[src/rtl/status_monitor.sv]
// -----------------------------------------------------------------------------
// status_monitor
//
// Watches the PC stream of a core under test and produces a verdict when the
// program parks in its pass or fail loop. A run is armed by start. It ends in
// PASS or FAIL after HIT_COUNT retirements at the matching address. It ends in
// TIMEOUT when the cycle budget runs out or when pc_valid stays low for too long.
//
// Ports
//   clk          : clock, all logic on the rising edge
//   rst          : synchronous active-high reset
//   start        : arm pulse, only honoured in IDLE
//   clear        : return to IDLE and zero every output, wins over start
//   pc_valid     : qualifies pc
//   pc           : PC of the retired instruction
//   busy         : high while a run is in progress
//   done         : one-cycle pulse on the first cycle of a verdict
//   verdict      : 00 none, 01 pass, 10 fail, 11 timeout/stall
//   stalled      : verdict 11 was caused by the stall watchdog
//   cycle_count  : cycles spent in RUN (saturating)
//   retire_count : pc_valid beats seen in RUN (saturating)
//   verdict_pc   : last valid pc, frozen at the verdict
// -----------------------------------------------------------------------------
module status_monitor #(
   parameter int              PC_W        = 32,
   parameter logic [PC_W-1:0] PASS_PC     = PC_W'(32'h000005f0),
   parameter logic [PC_W-1:0] FAIL_PC     = PC_W'(32'h000005dc),
   parameter int              HIT_COUNT   = 2,
   parameter int              TIMEOUT     = 650,
   parameter int              STALL_LIMIT = 64,
   parameter int              CNT_W       = 32
) (
   input  logic             clk,
   input  logic             rst,
   input  logic             start,
   input  logic             clear,
   input  logic             pc_valid,
   input  logic [PC_W-1:0]  pc,
   output logic             busy,
   output logic             done,
   output logic [1:0]       verdict,
   output logic             stalled,
   output logic [CNT_W-1:0] cycle_count,
   output logic [CNT_W-1:0] retire_count,
   output logic [PC_W-1:0]  verdict_pc
);

   typedef enum logic [2:0] {
      S_IDLE,
      S_RUN,
      S_PASS,
      S_FAIL,
      S_TIMEOUT
   } state_t;

   // Trigger values are "one before the limit": a verdict fires on the edge
   // where the counter would reach the limit, not one cycle later.
   localparam logic [7:0]       HIT_LAST   = 8'(HIT_COUNT - 1);
   localparam logic [CNT_W-1:0] TO_LAST    = CNT_W'(TIMEOUT - 1);
   localparam logic [CNT_W-1:0] STALL_LAST = CNT_W'(STALL_LIMIT - 1);

   state_t           state, state_nxt;
   logic [CNT_W-1:0] cycle_cnt, retire_cnt, stall_cnt;
   logic [7:0]       pass_hits, fail_hits;
   logic [PC_W-1:0]  last_pc;
   logic             stall_flag, done_r;

   logic pass_match, fail_match;
   logic pass_hit, fail_hit, timeout_hit, stall_hit;

   function automatic logic [CNT_W-1:0] sat_inc_cnt(input logic [CNT_W-1:0] v);
      return (&v) ? v : v + CNT_W'(1);
   endfunction

   function automatic logic [7:0] sat_inc_hit(input logic [7:0] v);
      return (&v) ? v : v + 8'd1;
   endfunction

   assign pass_match  = pc_valid && (pc == PASS_PC);
   assign fail_match  = pc_valid && (pc == FAIL_PC);
   assign pass_hit    = pass_match && (pass_hits >= HIT_LAST);
   assign fail_hit    = fail_match && (fail_hits >= HIT_LAST);
   assign timeout_hit = (TIMEOUT != 0) && (cycle_cnt == TO_LAST);
   assign stall_hit   = (STALL_LIMIT != 0) && !pc_valid && (stall_cnt >= STALL_LAST);

   // State register plus the run bookkeeping that lives alongside it
   always_ff @(posedge clk) begin
      if (rst || clear) begin
         state      <= S_IDLE;
         cycle_cnt  <= '0;
         retire_cnt <= '0;
         stall_cnt  <= '0;
         pass_hits  <= '0;
         fail_hits  <= '0;
         last_pc    <= '0;
         stall_flag <= 1'b0;
         done_r     <= 1'b0;
      end else begin
         state  <= state_nxt;
         // Only RUN can leave towards a verdict; clear was handled above.
         done_r <= (state == S_RUN) && (state_nxt != S_RUN);
         if (state == S_IDLE && start) begin
            cycle_cnt  <= '0;
            retire_cnt <= '0;
            stall_cnt  <= '0;
            pass_hits  <= '0;
            fail_hits  <= '0;
            last_pc    <= '0;
            stall_flag <= 1'b0;
         end else if (state == S_RUN) begin
            cycle_cnt <= sat_inc_cnt(cycle_cnt);
            if (pc_valid) begin
               retire_cnt <= sat_inc_cnt(retire_cnt);
               last_pc    <= pc;
               stall_cnt  <= '0;
            end else begin
               stall_cnt  <= sat_inc_cnt(stall_cnt);
            end
            if (pass_match) pass_hits <= sat_inc_hit(pass_hits);
            if (fail_match) fail_hits <= sat_inc_hit(fail_hits);
            // A TIMEOUT entry not explained by the cycle budget came from the stall watchdog.
            stall_flag <= (state_nxt == S_TIMEOUT) && !timeout_hit;
         end
      end
   end

   // Next-state logic; order of the RUN tests encodes hit > timeout > stall
   always_comb begin
      state_nxt = state;
      case (state)
         S_IDLE: if (start) state_nxt = S_RUN;
         S_RUN: begin
            if (pass_hit)         state_nxt = S_PASS;
            else if (fail_hit)    state_nxt = S_FAIL;
            else if (timeout_hit) state_nxt = S_TIMEOUT;
            else if (stall_hit)   state_nxt = S_TIMEOUT;
         end
         default: state_nxt = state;
      endcase
      if (clear) state_nxt = S_IDLE;
   end

   // Outputs
   always_comb begin
      busy    = (state == S_RUN);
      verdict = 2'b00;
      case (state)
         S_PASS:    verdict = 2'b01;
         S_FAIL:    verdict = 2'b10;
         S_TIMEOUT: verdict = 2'b11;
         default:   verdict = 2'b00;
      endcase
      done         = done_r;
      stalled      = stall_flag;
      cycle_count  = cycle_cnt;
      retire_count = retire_cnt;
      verdict_pc   = last_pc;
   end

endmodule

[config.mk]
export PLATFORM = sky130hd
export DESIGN_NAME = status_monitor
export DESIGN_NICKNAME = d
export VERILOG_FILES = /design/src/rtl/status_monitor.sv
export SDC_FILE = /design/constraint.sdc
export NUM_CORES = 1
export LEC_CHECK = 0
export BUFFER_PORTS_ARGS = -buffer_cell sky130_fd_sc_hd__buf_2
export CELL_PAD_IN_SITES_DETAIL_PLACEMENT = 0
export CELL_PAD_IN_SITES_GLOBAL_PLACEMENT = 1
export CORE_MARGIN = 2
export CORE_UTILIZATION = 44
export DETAILED_ROUTE_END_ITERATION = 10
export GPL_ROUTABILITY_DRIVEN = 1
export PLACE_DENSITY_LB_ADDON = 0.1
export RECOVER_POWER = 100
export REMOVE_ABC_BUFFERS = 1
export SYNTH_ARGS = -nofsm -noshare
export SYNTH_HDL_FRONTEND = slang
export SYNTH_SLANG_ARGS = --single-unit
[constraint.sdc]
create_clock -name clk -period 3.45 [get_ports clk]
set_input_delay 0.1725 -clock clk [delete_from_list [all_inputs] [get_ports clk]]
set_output_delay 0.1725 -clock clk [all_outputs]
set_load 0.01 [all_outputs]
# After elaboration in Yosys (flattened, before gate mapping)
# Cells that the tools add are included.
# word_totals
ff_bits	149
inputBits	37
# classes
eq_ne	10
n_addsub	5
order_cmp	3
muxes	10
reduce_logical	24
n_bitwise	4
# ops
cell	n
$add 32x1->32 const B	3
$reduce_and 32->1	3
$eq 32x11->1 const B	2
$mux 32	2
$eq 32x10->1 const B	1
$ge 32x6->1 const B	1
$mux 3	6
$add 8x1->8 const B	2
$ge 8x1->1 const B	2
$reduce_and 8->1	2
$reduce_and 3->1	3
$logic_and 1x1->1	8
$eq 3x2->1 const B	2
$eq 3x3->1 const B	2
$pmux 2 s3	1
$pmux 3 s2	1
$reduce_and 2->1	3
$not 1->1	4
$eq 3x1->1 const B	1
$logic_not 3->1	1
$ne 3x1->1 const B	1
$logic_not 1->1	2
$ne 2x2->1 const B	1
$reduce_or 2->1	1
$logic_or 1x1->1	1

# Depth between registers and ports, before layout
# Gate-level depths: netlist (run 1).
# depth
word_depth	10
ltp_mapped	9
ltp_nobuf	8

# Worst setup path after synthesis (run 1)
# OpenSTA, ideal clock, no wires.
# synth_timing
path_kind	register -> register
start	register cycle_cnt[4], in the netlist cycle_count[4]
end	register cycle_cnt[19], in the netlist cycle_count[19]
arrival_time_ns	2.060
setup_slack_ns	1.263
n_path_buf	1
stages_incl_launch_ff	8
cell_sequence	dfxtp_1 -> nand4_2 -> or4_4 -> nor4_4 -> buf_6 -> nor3_1 -> xnor2_1 -> nor2_1
# synth_via
elab_chain_len	3
elab_cells_between_ends	4
cone_classes	1 x add/sub; 1 x bitwise; 2 x reduce/logical
# synth_lines
item	line_no	source
from (decl)	63	logic [CNT_W-1:0] cycle_cnt, retire_cnt, stall_cnt;
from (signal assigned)	111	cycle_cnt <= sat_inc_cnt(cycle_cnt);
branches (longest 3 deep; another with $add 32x1->32)	-	
# Parallel ways; which one is timed is not known.
# A chain may end at the register's enable or synchronous reset.

# Worst setup path after layout (run 1)
# layout_timing
start	register cycle_cnt[10], in the netlist cycle_count[10]
end	register cycle_cnt[0], in the netlist cycle_count[0]
# layout_via
elab_chain_len	3
# layout_lines
item	line_no	source
$reduce_and 32->1	72	return (&v) ? v : v + CNT_W'(1);
$not 1->1 (no line)	-	
$reduce_and 2->1 (no line)	-	
# No other way between the ends.

==> qor.yml, run 1 <==
initial_core_util_pct: 44.84
fin_crit_sh_pct: 80.11
grt_pass1_vias: 5904
clock_latency_ns: 0.42
wl_met3_um: 594
end_kind: "flop"
p_comb_share_pct: 3.3
cap_violations: 0
synth_fa_ha_area_share_pct: 1.763
netSwitchingPower_w: 0.0007900
cts_setup_buffers: 0
die_y_um: 131
tritoncts: "done"
whs_ns: 0.01550
fmax_mhz: 361.8
cts_resized: 0
whs_endpoint: "verdict_pc[30]"
hold_depth: 3
powerDensity_mw_per_mm2: 430.9
power.share.clock_pct: 50.4
r2r_start: "cycle_count[10]"
crit_type: "reg2reg"
slew_headroom_pct: 28.32
grt_overflow_total: 0
synth-seq-cells: 149
synthToLayoutAreaGrowth_pct: 22.07
ant_nets: 0
via_per_inst: 5.269
hold_viol: 0
cts.path.max_buffers: 2
numCtsBuffers: 17
grt_max_degree: 72
synth_compound_area_share_pct: 7.969
place.gp.congestion: 0.8036
diodes: 0
synth.distinct_cells: 54
wl_per_cell_um: 14.70
yosys_warnings: 0
antenna_found_initial: 0
via_count: 6660
drive_gt1_share_pct: 8.111
r2r_end: "cycle_count[0]"
clk_pin_slew_ns: 0.06
drc: 0
synthCells: 876
drv_slew: 0
async_reset_ff_share_pct: 0
final_nets: 1083
seq_area_frac_synth_pct: 42.03
grt_pass1_wl_um: 29420
grtUsageTotal_pct: 21.45
fp.dieW_um: 131
synth_area_sq_mm: 0.007097
r2r_setup_slack_ns: 0.69
met1Wirelength_um: 8964
total_leakage_power_nw: 2.696
root_buffer: "clkbuf_16"
portBuffers: 137
yosys-mux-area-fraction_pct: 0.1410
rsz0062_at_grt: "no"
startpoint_type: "flop"
drtIter0Drc: 368
setup_viol: 0
wl_um: 18580
synth_flop_cell: "dfxtp_1"
placeableCoreArea_sq_mm: 0.01583
met2WireLength_um: 8635
synth_xor_area_share_pct: 10.24
cts_hold_buf: 28
die_area_sq_mm: 0.01716
io_pins: 138
hold_class: "in2reg"
vdd_drop_max_mv: 0.3969
routed.top_layer: "met4"
reg2reg_depth: 7
dp_hpwl_um: 12720
min_from: "pc[30]"
p_seq_share_pct: 46.3
cts-htree-levels: 4
worst_pin_slew_ns: 1.062
swShare_pct: 21.16
arrival_ns: 3.06
syn_avg_cell_area_sq_um: 8.101
clock_sinks: 149
period_needed_ns: 2.764
fin_skew_ns: 0.008432
rows: 46
firstDrtPassIters: 5
synth_edf_count: 0
status: "finished clean"
synth_top_family_by_area: "simple AND/OR/NAND/NOR gates"
synthSimpleGateAreaFrac_pct: 34.27
p_int_w: 0.002943
power_w: 0.003733
crit_fanout: 15
required_ns: 3.75
-- critical path: stages, from the launching register on --
cell     delay (ns)
dfxtp_1        0.48
nand4_1        0.24
or4_1          0.55
nor4_1         0.72
buf_4          0.34
nor2_1         0.11
xnor2_1        0.14
nor2_1         0.05
-- worst max-delay path by stage --
stage	end	from	slack (ns)
after detailed placement	stall_cnt[24]	stall_cnt[0]	1.03
after global placement	stall_cnt[31]	state[0]	1.08
after global routing	stall_cnt[31]	state[0]	0.47
final	cycle_count[0]	cycle_count[10]	0.69
after CTS	stall_cnt[26]	stall_cnt[0]	1.01
after floorplan	cycle_count[12]	state[2]	-3.59
-- final cells by class --
class,instances,area [sq um]
Fill cell,1592,7164
Clock buffer,22,464.2
Inverter,21,78.83
Multi-Input combinational cell,670,3827
Timing Repair Buffer,177,912.1
Clock inverter,9,127.6
Sequential cell,149,2983
Tap cell,216,270.3
-- cells in the final DEF (no fill, tap or decap), drive strengths merged, types with 7 or more instances in the layout --
master and n:
nor2 114, or3 18, clkbuf 128, nor4 33, nand4 43, dlygate4sd3 28
and2 8, nor3 36, a21oi 56, o21ai 22, buf 43, inv 21
and3 15, dfxtp 149, nand2 115, xnor2 43, nand3 56, ha 10
xor2 40, and4 10, nor4b 7
-- power by group through the flow --
stage                     combinational [W]  clock (W)  sequential (W)
after CTS                          0.000128    0.00192         0.00173
after global routing               0.000138    0.00199         0.00173
final                              0.000125    0.00188         0.00173
after floorplan                   0.0000438          0         0.00177
after detailed placement           0.000104          0         0.00177
after global placement             0.000105          0         0.00177
-- per-stage QoR --
| step | cell area [sq um] | util, % | worst slack, ns | cells | setup TNS (ns) |
|---|---|---|---|---|---|
| floorplan | 6922 | - | -3.595 | 840 | -347.72 |
| global route | 8663 | 54.74 | 0.4675 | 1264 | 0 |
| detailed placement | 7979 | 50.41 | 1.026 | 1205 | 0 |
| finish | 8663 | 54.74 | 0.6861 | 1264 | 0 |
| global placement | 7979 | 50.41 | 1.078 | 1205 | 0 |
| CTS | 8851 | 55.92 | 1.006 | 1264 | 0 |
-- layer usage --
layer / up-vias / track usage, %
met5: - / 0
met4: 0 / 8.761
met3: 31 / 3.705
met2: 119 / 33.34
met1: 3096 / 29.56
li1: 3414 / -
-- Yosys cell counts (2+ instances only) --
master | n | area, sq um
nor4_4 | 2 | 42.54
or3_1 | 15 | 93.84
nand4b_1 | 2 | 17.52
nand4_2 | 2 | 25.02
o2111ai_1 | 3 | 26.28
nand4_1 | 41 | 256.5
or4_1 | 4 | 30.03
and3_1 | 15 | 93.84
buf_2 | 2 | 10.01
nor4b_1 | 7 | 61.31
and4_1 | 9 | 78.83
nand2b_1 | 2 | 12.51
or3_2 | 3 | 22.52
ha_1 | 10 | 125.1
xor2_1 | 40 | 350.3
clkbuf_8 | 3 | 41.29
o21ai_0 | 22 | 110.1
xnor2_1 | 43 | 376.6
a31oi_1 | 3 | 18.77
nor3b_1 | 4 | 30.03
a41oi_1 | 2 | 17.52
and2_1 | 7 | 43.79
o211ai_1 | 3 | 22.52
nand3_1 | 56 | 280.3
o311ai_0 | 2 | 17.52
buf_1 | 3 | 11.26
dfxtp_1 | 149 | 2983
a21oi_1 | 56 | 280.3
inv_1 | 21 | 78.83
o21a_1 | 2 | 15.01
nor2_1 | 112 | 420.4
nand2_1 | 115 | 431.7
nor3_1 | 36 | 180.2
nor4_1 | 31 | 193.9
clkbuf_1 | 27 | 101.4
or2_2 | 4 | 25.02
-- state kept, by name, summed over array words and instances (netlist names) --
name          count
state             3
fail_hits         8
verdict_pc       32
retire_count     32
pass_hits         8
stall_cnt        32
cycle_count      32
stalled           1
done              1
-- kinds of logic after synthesis --
family	after synthesis
compound gates	99
xor+xnor	83
fa+ha+maj	10
buf+inv	57
flops	149
mux	1
simple gates	477
Note: power is estimated with default switching activity, not from simulation.
==> run 2: changes to the inputs <==
--- a/config.mk
+++ b/config.mk
@@ -9,7 +9,7 @@
 export CELL_PAD_IN_SITES_DETAIL_PLACEMENT = 0
 export CELL_PAD_IN_SITES_GLOBAL_PLACEMENT = 1
 export CORE_MARGIN = 2
-export CORE_UTILIZATION = 44
+export CORE_UTILIZATION = 41
 export DETAILED_ROUTE_END_ITERATION = 10
 export GPL_ROUTABILITY_DRIVEN = 1
 export PLACE_DENSITY_LB_ADDON = 0.1
==> constraint.sdc (replaced) <==
create_clock -name clk -period 2.6 [get_ports clk]
set_input_delay 0.13 -clock clk [delete_from_list [all_inputs] [get_ports clk]]
set_output_delay 0.13 -clock clk [all_outputs]
set_load 0.01 [all_outputs]
==> run 2 against run 1 <==
Compared with the run above: global-route usage decreased by 1.1 points; critical endpoint is now state[2]; cell area increased by 1.6%; critical path type unchanged; via count decreased by 0.24%; non-clock buffer count increased by 14; utilization decreased by 3.3 points; highest routed layer unchanged.
==> qor.yml, run 2 (same netlist as run 1, synthesis figures left out) <==
period_needed_ns: 2.379  # -0.3853 ns
final_nets: 1097  # +1.3%
end_kind: "flop"
ant_nets: 0  # unchanged
crit_fanout: 6  # -9
cts_resized: 0  # unchanged
grt_pass1_wl_um: 30180  # +2.6%
cts-htree-levels: 4  # unchanged
powerDensity_mw_per_mm2: 562.3  # +31%
root_buffer: "clkbuf_16"
via_count: 6644  # -0.24%
startpoint_type: "flop"
regArea_sq_mm: 0.002983  # unchanged
arrival_ns: 2.69  # -0.37 ns
hold_viol: 0  # unchanged
wl_um: 18800  # +1.2%
r2r_setup_slack_ns: 0.22  # -0.46 ns
antenna_found_initial: 0  # unchanged
drive_gt1_share_pct: 9.031  # +0.92 points
clock_latency_ns: 0.43  # about the same
met2_usage_pct: 31.87  # -1.5 points
initial_core_util_pct: 41.46  # -3.4 points
grt_max_degree: 87  # +21%
place.gp.congestion: 0.7808  # -2.8%
vdd_drop_max_mv: 0.4342  # +9.4%
rows: 48  # +4.3%
die_y_um: 135.6  # +3.5%
slew_headroom_pct: 45.67  # +17 points
fp.dieW_um: 135.6  # +3.5%
firstDrtPassIters: 4  # -1
whs_ns: 0.07111  # +0.05562 ns
drtIter0Drc: 339  # -7.9%
fillCellCount: 1802  # +13%
cts.path.max_buffers: 2  # unchanged
multi_input_area_sq_mm: 0.003836  # +0.23%
drc: 0  # unchanged
via_per_inst: 5.158  # -2.1%
gr-usage-met3_pct: 4.190  # +0.48 points
fmax_mhz: 420.4  # +16%
fin_crit_sh_pct: 91.48  # +11 points
tritoncts: "done"
status: "finished clean"
numCtsBuffers: 17  # unchanged
final_cell_mix: "149 x dfxtp_1, 115 x nand2_1, 112 x nor2_1"
synthToLayoutAreaGrowth_pct: 24.03
crit_type: "reg2reg"
fin_skew_ns: 0.009390  # +0.0009585 ns
cap_violations: 0  # unchanged
stdcell_count: 1288  # +1.9%
diodes: 0  # unchanged
dp_hpwl_um: 12800  # +0.64%
portBuffers: 137  # unchanged
worst_pin_slew_ns: 0.8150  # -0.2468 ns
clock_sinks: 149  # unchanged
dp.cells: 1222  # +1.4%
wl_per_cell_um: 14.59  # -0.72%
io_pins: 138  # unchanged
grtUsageTotal_pct: 20.38  # -1.1 points
grt_pass1_vias: 5945  # +0.69%
die_area_sq_mm: 0.01838  # +7.1%
hold_class: "in2reg"
busiest_layer: "met2"
layout_commonest_cell: "dfxtp_1"
setup_viol: 0  # unchanged
drv_slew: 0  # unchanged
met1_usage_pct: 28.06  # -1.5 points
grt_overflow_total: 0  # unchanged
total_leakage_power_nw: 2.744  # +1.8%
placeableCoreArea_sq_mm: 0.01712  # +8.1%
rsz0062_at_grt: "no"
required_ns: 2.91  # -0.84 ns
clk_pin_slew_ns: 0.06  # about the same
==> run 2: power breakdown <==
group          switching, W  internal, W  total (W)
logic             0.0000991    0.0000749   0.000174
registers        0.00000456      0.00229    0.00229
clock network       0.00100      0.00148    0.00248
total               0.00110      0.00385    0.00495
==> run 2: what timing repair did <==
item	4_1_cts	5_1_grt
buffers inserted	0	0
hold buffers	34	0
hold endpoints to repair	33	0
==> run 2: area by class of cell <==
cell class,instances,share of cell area [%]
clock inverters,12,1.436
repair buffers,191,11.70
clock buffers,20,5.302
inverters,21,0.8955
well taps,225,3.198
flip-flops and latches,149,33.89
multi-input cells,670,43.58
==> run 2: layer usage <==
metal | wire length [um] | up-vias
met1 | 9127 | 3062
li1 | - | 3438
met2 | 8593 | 114
met5 | 0 | -
met3 | 691 | 30
met4 | 382 | 0
==> run 2: critical path, cell delays in order (launching register included) <==
cell and delay (ns):
dfxtp_1 0.36, nor4_1 0.38, and4_1 0.24, a31oi_1 0.12, or2_2 0.34, a41oi_1 0.22
nor3_1 0.06, dlygate4sd3_1 0.55
==> run 2: path summary, 6_finish.rpt <==
| check | depth (start not counted) | startpoint | to |
|---|---|---|---|
| worst max register to register | 7 | stall_cnt[12] | state[2] |
| worst min register to register | 2 | verdict_pc[21] | verdict_pc[21] |
| worst min-delay path | 3 | rst | state[1] |
| worst max-delay path | 7 | stall_cnt[12] | state[2] |
==> run 2: stage by stage <==
| stage | TNS [ns] | instance area (sq um) | total power (W) | worst slack (ns) | util, % |
|---|---|---|---|---|---|
| floorplan | -442.46 | 6922 | 0.002401 | -4.445 | - |
| global placement | 0 | 8063 | 0.002483 | 0.3872 | 47.11 |
| detailed placement | 0 | 8063 | 0.002483 | 0.3505 | 47.11 |
| CTS | 0 | 8996 | 0.005002 | 0.1909 | 52.56 |
| global route | 0 | 8802 | 0.005107 | 0.02335 | 51.43 |
| finish | 0 | 8802 | 0.004950 | 0.2214 | 51.43 |
